**src/rtl/rd_writeback.sv**
```systemverilog
// Write-back stage: decodes rd-writing RV32I opcodes and buffers register-file writes in a
// small in-order FIFO drained under wr_en/wr_ready. Optional bypass lookup: WB_BYPASS_EN.
module rd_writeback #(
    parameter int unsigned DEPTH = 2,
    parameter int unsigned XLEN  = 32
) (
    input  logic            clk,
    input  logic            rst,
    input  logic            in_valid,
    output logic            in_ready,
    input  logic [6:0]      in_opcode,
    input  logic [4:0]      in_rd,
    input  logic [XLEN-1:0] in_alu_res,
    input  logic [XLEN-1:0] in_load_data,
    input  logic [XLEN-1:0] in_pc_plus4,
    output logic            wr_en,
    input  logic            wr_ready,
    output logic [4:0]      wr_addr,
    output logic [XLEN-1:0] wr_data,
    output logic [31:0]     retired_cnt,
    input  logic [4:0]      bp_rs_addr,
    output logic            bp_hit,
    output logic [XLEN-1:0] bp_data
);

    localparam int unsigned PW = (DEPTH > 1) ? $clog2(DEPTH) : 1;
    localparam int unsigned CW = $clog2(DEPTH + 1);

    logic [4:0]      addr_q [DEPTH];
    logic [XLEN-1:0] data_q [DEPTH];
    logic [PW-1:0]   wptr_q, rptr_q;
    logic [CW-1:0]   count_q;
    logic [4:0]      last_addr_q;
    logic [XLEN-1:0] last_data_q;
    logic [31:0]     retired_q;

    logic            writes_rd;
    logic [XLEN-1:0] sel_data;
    logic            accept, push, pop;

    always_comb begin
        writes_rd = 1'b0;
        sel_data  = in_alu_res;
        case (in_opcode)
            7'b0110011, 7'b0010011, 7'b0110111, 7'b0010111: writes_rd = 1'b1;
            7'b0000011: begin
                writes_rd = 1'b1;
                sel_data  = in_load_data;
            end
            7'b1101111, 7'b1100111: begin
                writes_rd = 1'b1;
                sel_data  = in_pc_plus4;
            end
            default: writes_rd = 1'b0;
        endcase
    end

    assign in_ready    = count_q < CW'(DEPTH);
    assign wr_en       = count_q != '0;
    assign accept      = in_valid && in_ready;
    assign push        = accept && writes_rd && (in_rd != 5'd0);
    assign pop         = wr_en && wr_ready;
    assign retired_cnt = retired_q;

    // When empty the port keeps showing the last drained write rather than a stale slot.
    assign wr_addr = wr_en ? addr_q[rptr_q] : last_addr_q;
    assign wr_data = wr_en ? data_q[rptr_q] : last_data_q;

    always_ff @(posedge clk or negedge rst) begin
        if (!rst) begin
            for (int i = 0; i < int'(DEPTH); i++) begin
                addr_q[i] <= '0;
                data_q[i] <= '0;
            end
            wptr_q      <= '0;
            rptr_q      <= '0;
            count_q     <= '0;
            last_addr_q <= '0;
            last_data_q <= '0;
            retired_q   <= '0;
        end else begin
            if (accept) begin
                retired_q <= retired_q + 32'd1;
            end
            if (push) begin
                addr_q[wptr_q] <= in_rd;
                data_q[wptr_q] <= sel_data;
                wptr_q         <= wptr_q + 1'b1;
            end
            if (pop) begin
                last_addr_q <= addr_q[rptr_q];
                last_data_q <= data_q[rptr_q];
                rptr_q      <= rptr_q + 1'b1;
            end
            if (push && !pop) begin
                count_q <= count_q + 1'b1;
            end else if (pop && !push) begin
                count_q <= count_q - 1'b1;
            end
        end
    end

`ifdef WB_BYPASS_EN
    logic [PW-1:0] bp_idx;

    // Scan oldest to youngest so the youngest match overrides earlier ones.
    always_comb begin
        bp_hit  = 1'b0;
        bp_data = '0;
        bp_idx  = '0;
        for (int i = 0; i < int'(DEPTH); i++) begin
            bp_idx = rptr_q + PW'(i);
            if (CW'(i) < count_q && addr_q[bp_idx] == bp_rs_addr && bp_rs_addr != 5'd0) begin
                bp_hit  = 1'b1;
                bp_data = data_q[bp_idx];
            end
        end
    end
`else
    logic unused_bp_rs_addr;
    assign unused_bp_rs_addr = ^bp_rs_addr;
    assign bp_hit            = 1'b0;
    assign bp_data           = '0;
`endif

endmodule

```
**config.mk**
```make
export PLATFORM = sky130hd
export DESIGN_NAME = rd_writeback
export DESIGN_NICKNAME = d
export VERILOG_FILES = /design/src/rtl/rd_writeback.sv
export SDC_FILE = /design/constraint.sdc
export NUM_CORES = 1
export LEC_CHECK = 0
export BUFFER_PORTS_ARGS = -buffer_cell sky130_fd_sc_hd__buf_2
export CORE_MARGIN = 3
export CORE_UTILIZATION = 47
export CTS_CLUSTER_DIAMETER = 120
export DETAILED_ROUTE_END_ITERATION = 7
export PLACE_DENSITY = 0.77
export SYNTH_ARGS = -nofsm -noshare
export SYNTH_HDL_FRONTEND = slang
export SYNTH_SLANG_ARGS = --single-unit
```
**constraint.sdc**
```tcl
create_clock -name clk -period 2.11 [get_ports clk]
set_clock_uncertainty 0.1 [all_clocks]
set_input_delay 0.1055 -clock clk [delete_from_list [all_inputs] [get_ports clk]]
set_output_delay 0.1055 -clock clk [all_outputs]
set_load 0.1 [all_outputs]
```
==> impl_metrics.py <==
metrics = {
    "setup_path": {
        "r2r_slack_ns": 0.18,
        "cp.required_ns": 2.30,
        "r2r_start": "count_q[1]$_DFFE_PN0P_",
        "slowest_delay_ns": 0.53,
        "crit_chain": "dlygate4sd3_1 -> buf_2 -> or4_1 -> o221a_4 -> nand2_2 -> buf_12 -> mux2_2",
        "cp_num_cells": 7,
        "cp_num_buf_inv": 3,
        "arrival_ns": 2.26,
        "crit_path_max_fanout": 25,
        "cp_top_family": "buffers and inverters",
        "cp-start-kind": "primary input",
        "critical_path_class": "in2reg",
        "crit_end": "data_q[16]$_DFFE_PN0P_",
        "worstRegToRegCells": 5,
        "r2r_end": "data_q[36]$_DFFE_PN0P_",
        "startpoint": "in_rd[4]",
        "cpMaxStageDelayCell": "dlygate4sd3_1",
        "endpoint_kind": "flop",
    },
    "global_route": {
        "grt_first_pass_wirelength_um": 30470,
        "grt_pass1_vias": 5932,
        "track_usage_pct": 21.58,
        "grt_overflow_total": 0,
        "grt_start_max_net_pins": 61,
        "antenna_found_initial": 1,
    },
    "finish": {
        "final_common_cell": "buf_2",
        "mostFrequentLayoutCells": "buf_2, dfrtp_1, nand2_1",
        "final_cells": 1106,
        "final_layout_size_suffix_gt1_share_pct": 49.89,
        "fin_nets": 1000,
        "syn_to_final_growth_pct": 41.41,
    },
    "floorplanning": {
        "die_h_um": 132.3,
        "start_util_pct": 48.61,
        "die_w_um": 132.3,
        "rows": 45,
        "pin_count": 221,
        "placeableCoreArea_um2": 15430,
        "dieArea_um2": 17510,
    },
    "yosys": {
        "yosys.area_share.simple_pct": 8.659,
        "async_flop_share_pct": 100.0,
        "postSynthAreaPerCell_um2": 11.40,
        "synthMuxAreaShare_pct": 17.70,
        "yosys-top-cells-area": "dfrtp_1, mux2_2, mux2_4",
        "synth-main-ff-cell": "dfrtp_1",
        "synth_top_area_share_pct": 49.05,
        "synth_top_family_by_area": "multiplexers",
        "synth_compound_area_share_pct": 13.13,
        "synth_enable_flop_cells": 0,
        "synth_top_cell_by_area": "dfrtp_1",
        "yosysWarningCount": 0,
        "synth_cells": 658,
        "synth_seq_cells": 147,
        "synth-seq-area-share_pct": 49.05,
        "synth_fa_ha_area_share_pct": 0.3337,
        "synth-xor-area-share_pct": 4.204,
        "yosysUniqueCellTypes": 41,
        "syn_area_um2": 7500,
    },
    "routing": {
        "first_pass_iters": 5,
        "drc": 0,
        "vias_per_cell": 5.224,
        "wl_per_cell_um": 16.77,
        "vias": 5778,
        "dr.first_iter.drc_count": 234,
        "postRouteAntennaNets": 0,
        "finalWirelength_um": 18550,
    },
    "sta": {
        "fmax_ghz": 0.4836,
        "fin_ws_ns": 0.04214,
        "finalCriticalPeriod_ns": 2.068,
        "rsz0062_at_grt": "yes",
        "slew_violations": 0,
        "setup_viol": 0,
        "post-route-period-util_pct": 98.00,
        "hold_viol": 0,
        "tightest_slew_ns": 0.5682,
        "relSlewSlack_pct": 62.12,
    },
    "status": {
        "outcome": "completed",
    },
    "clock_network": {
        "clk_path_buf_depth": 2,
        "numClockSinks": 147,
        "cts_tree": "yes",
        "insertion_delay_ns": 0.41,
        "numCtsBuffers": 17,
        "htree_levels": 4,
        "cts.root.buffer_cell": "clkbuf_16",
        "clk_pin_slew_ns": 0.06,
    },
    "min_path": {
        "hp-class": "in2reg",
    },
    "power": {
        "ir_drop_mv": 1.851,
        "power_leakage_nw": 5.165,
        "powerDensity_nw_per_um2": 1810,
    },
    "placement": {
        "dp_slack_ns": 0.04964,
        "numPortBuffers": 182,
        "place.gp.congestion": 0.7628,
        "dp.cells": 1031,
        "dp_hpwl_um": 12120,
    },
    "run": {
        "drv_cap": 0,
    },
}
-- timing repair --
item,in CTS,in global routing
cloned,1,0
hold endpoints to repair,154,0
hold buffers,38,0
resized for setup,9,9
setup endpoints to repair,34,25
pin swaps,1,1
buffers inserted,2,1
-- tightest hold or removal path, stage by stage --
cell,delay (ns)
buf_2,0.08
a22o_2,0.12
a21o_2,0.09
mux2_4,0.12
-- logic make-up after synthesis --
| group | after synthesis |
|---|---|
| AOI/OAI and AO/OA | 140 |
| buffers and inverters | 76 |
| other | 1 |
| adders and majority gates | 2 |
| DFF | 147 |
| muxes | 112 |
| and+or+nand+nor | 144 |
| xor gates and xnor gates | 36 |
-- cell usage after synthesis, drive strengths merged (22+ instances only) --
cell type / instances
a21oi: 37
mux2i: 37
clkbuf: 28
nand2: 56
nor2: 49
buf: 44
dfrtp: 147
a22o: 32
o21ai: 37
xnor2: 22
mux2: 75
a21o: 32
-- state kept, by name, summed over array words and instances (netlist names) --
| signal | flops |
|---|---|
| addr_q | 10 |
| data_q | 64 |
| last_data_q | 32 |
| rptr_q | 1 |
| retired_cnt | 32 |
| last_addr_q | 5 |
| wptr_q | 1 |
| count_q | 2 |
-- worst min-delay path by stage --
stage / slack, ns / endpoint / from / cells past startpoint
after floorplan: -0.29 / addr_q[0]$_DFFE_PN0P_ / rst / 0
after global placement: 0.02 / data_q[37]$_DFFE_PN0P_ / rst / 1
after detailed placement: 0.03 / data_q[37]$_DFFE_PN0P_ / rst / 1
after CTS: 0.01 / data_q[58]$_DFFE_PN0P_ / in_load_data[26] / 4
after global routing: 0.03 / data_q[58]$_DFFE_PN0P_ / in_load_data[26] / 4
final: 0.03 / data_q[58]$_DFFE_PN0P_ / in_load_data[26] / 4
-- per-stage QoR --
| stage | total power, mW | hold WS [ns] | setup TNS, ns | utilization [%] | instance area [µm²] |
|---|---|---|---|---|---|
| after floorplan | 12.29 | -0.2901 | -1.843 | - | 8031 |
| after global placement | 15.57 | 0.02457 | 0 | 61.57 | 9498 |
| after detailed placement | 15.72 | 0.02520 | 0 | 61.57 | 9498 |
| after CTS | 19.25 | 0.01372 | 0 | 68.50 | 10570 |
| after global routing | 19.89 | 0.02678 | -0.04698 | 68.74 | 10610 |
| final | 19.20 | 0.03372 | 0 | 68.74 | 10610 |
-- layout make-up --
class | count | area [µm²]
Fill cell | 1109 | 4822
Multi-Input combinational cell | 468 | 3857
Sequential cell | 147 | 3712
Timing Repair Buffer | 244 | 2112
Clock buffer | 17 | 425.4
Tap cell | 211 | 264.0
Clock inverter | 15 | 220.2
Inverter | 3 | 11.26
Antenna cell | 1 | 2.502
-- report_power, final --
part | internal (mW) | leakage (nW) | switching, mW
Sequential | 3.65 | 1.93 | 0.542
Clock | 2.02 | 0.306 | 1.24
Combinational | 4.02 | 2.93 | 7.72
Total | 9.69 | 5.16 | 9.51
-- per-layer routing --
layer  routed length, µm  track usage, %
met2                9484           36.78
met4                 400           7.852
met1                7812           26.94
met3                 854           4.924
met5                   0               0
(Power assumes the default switching activity.)
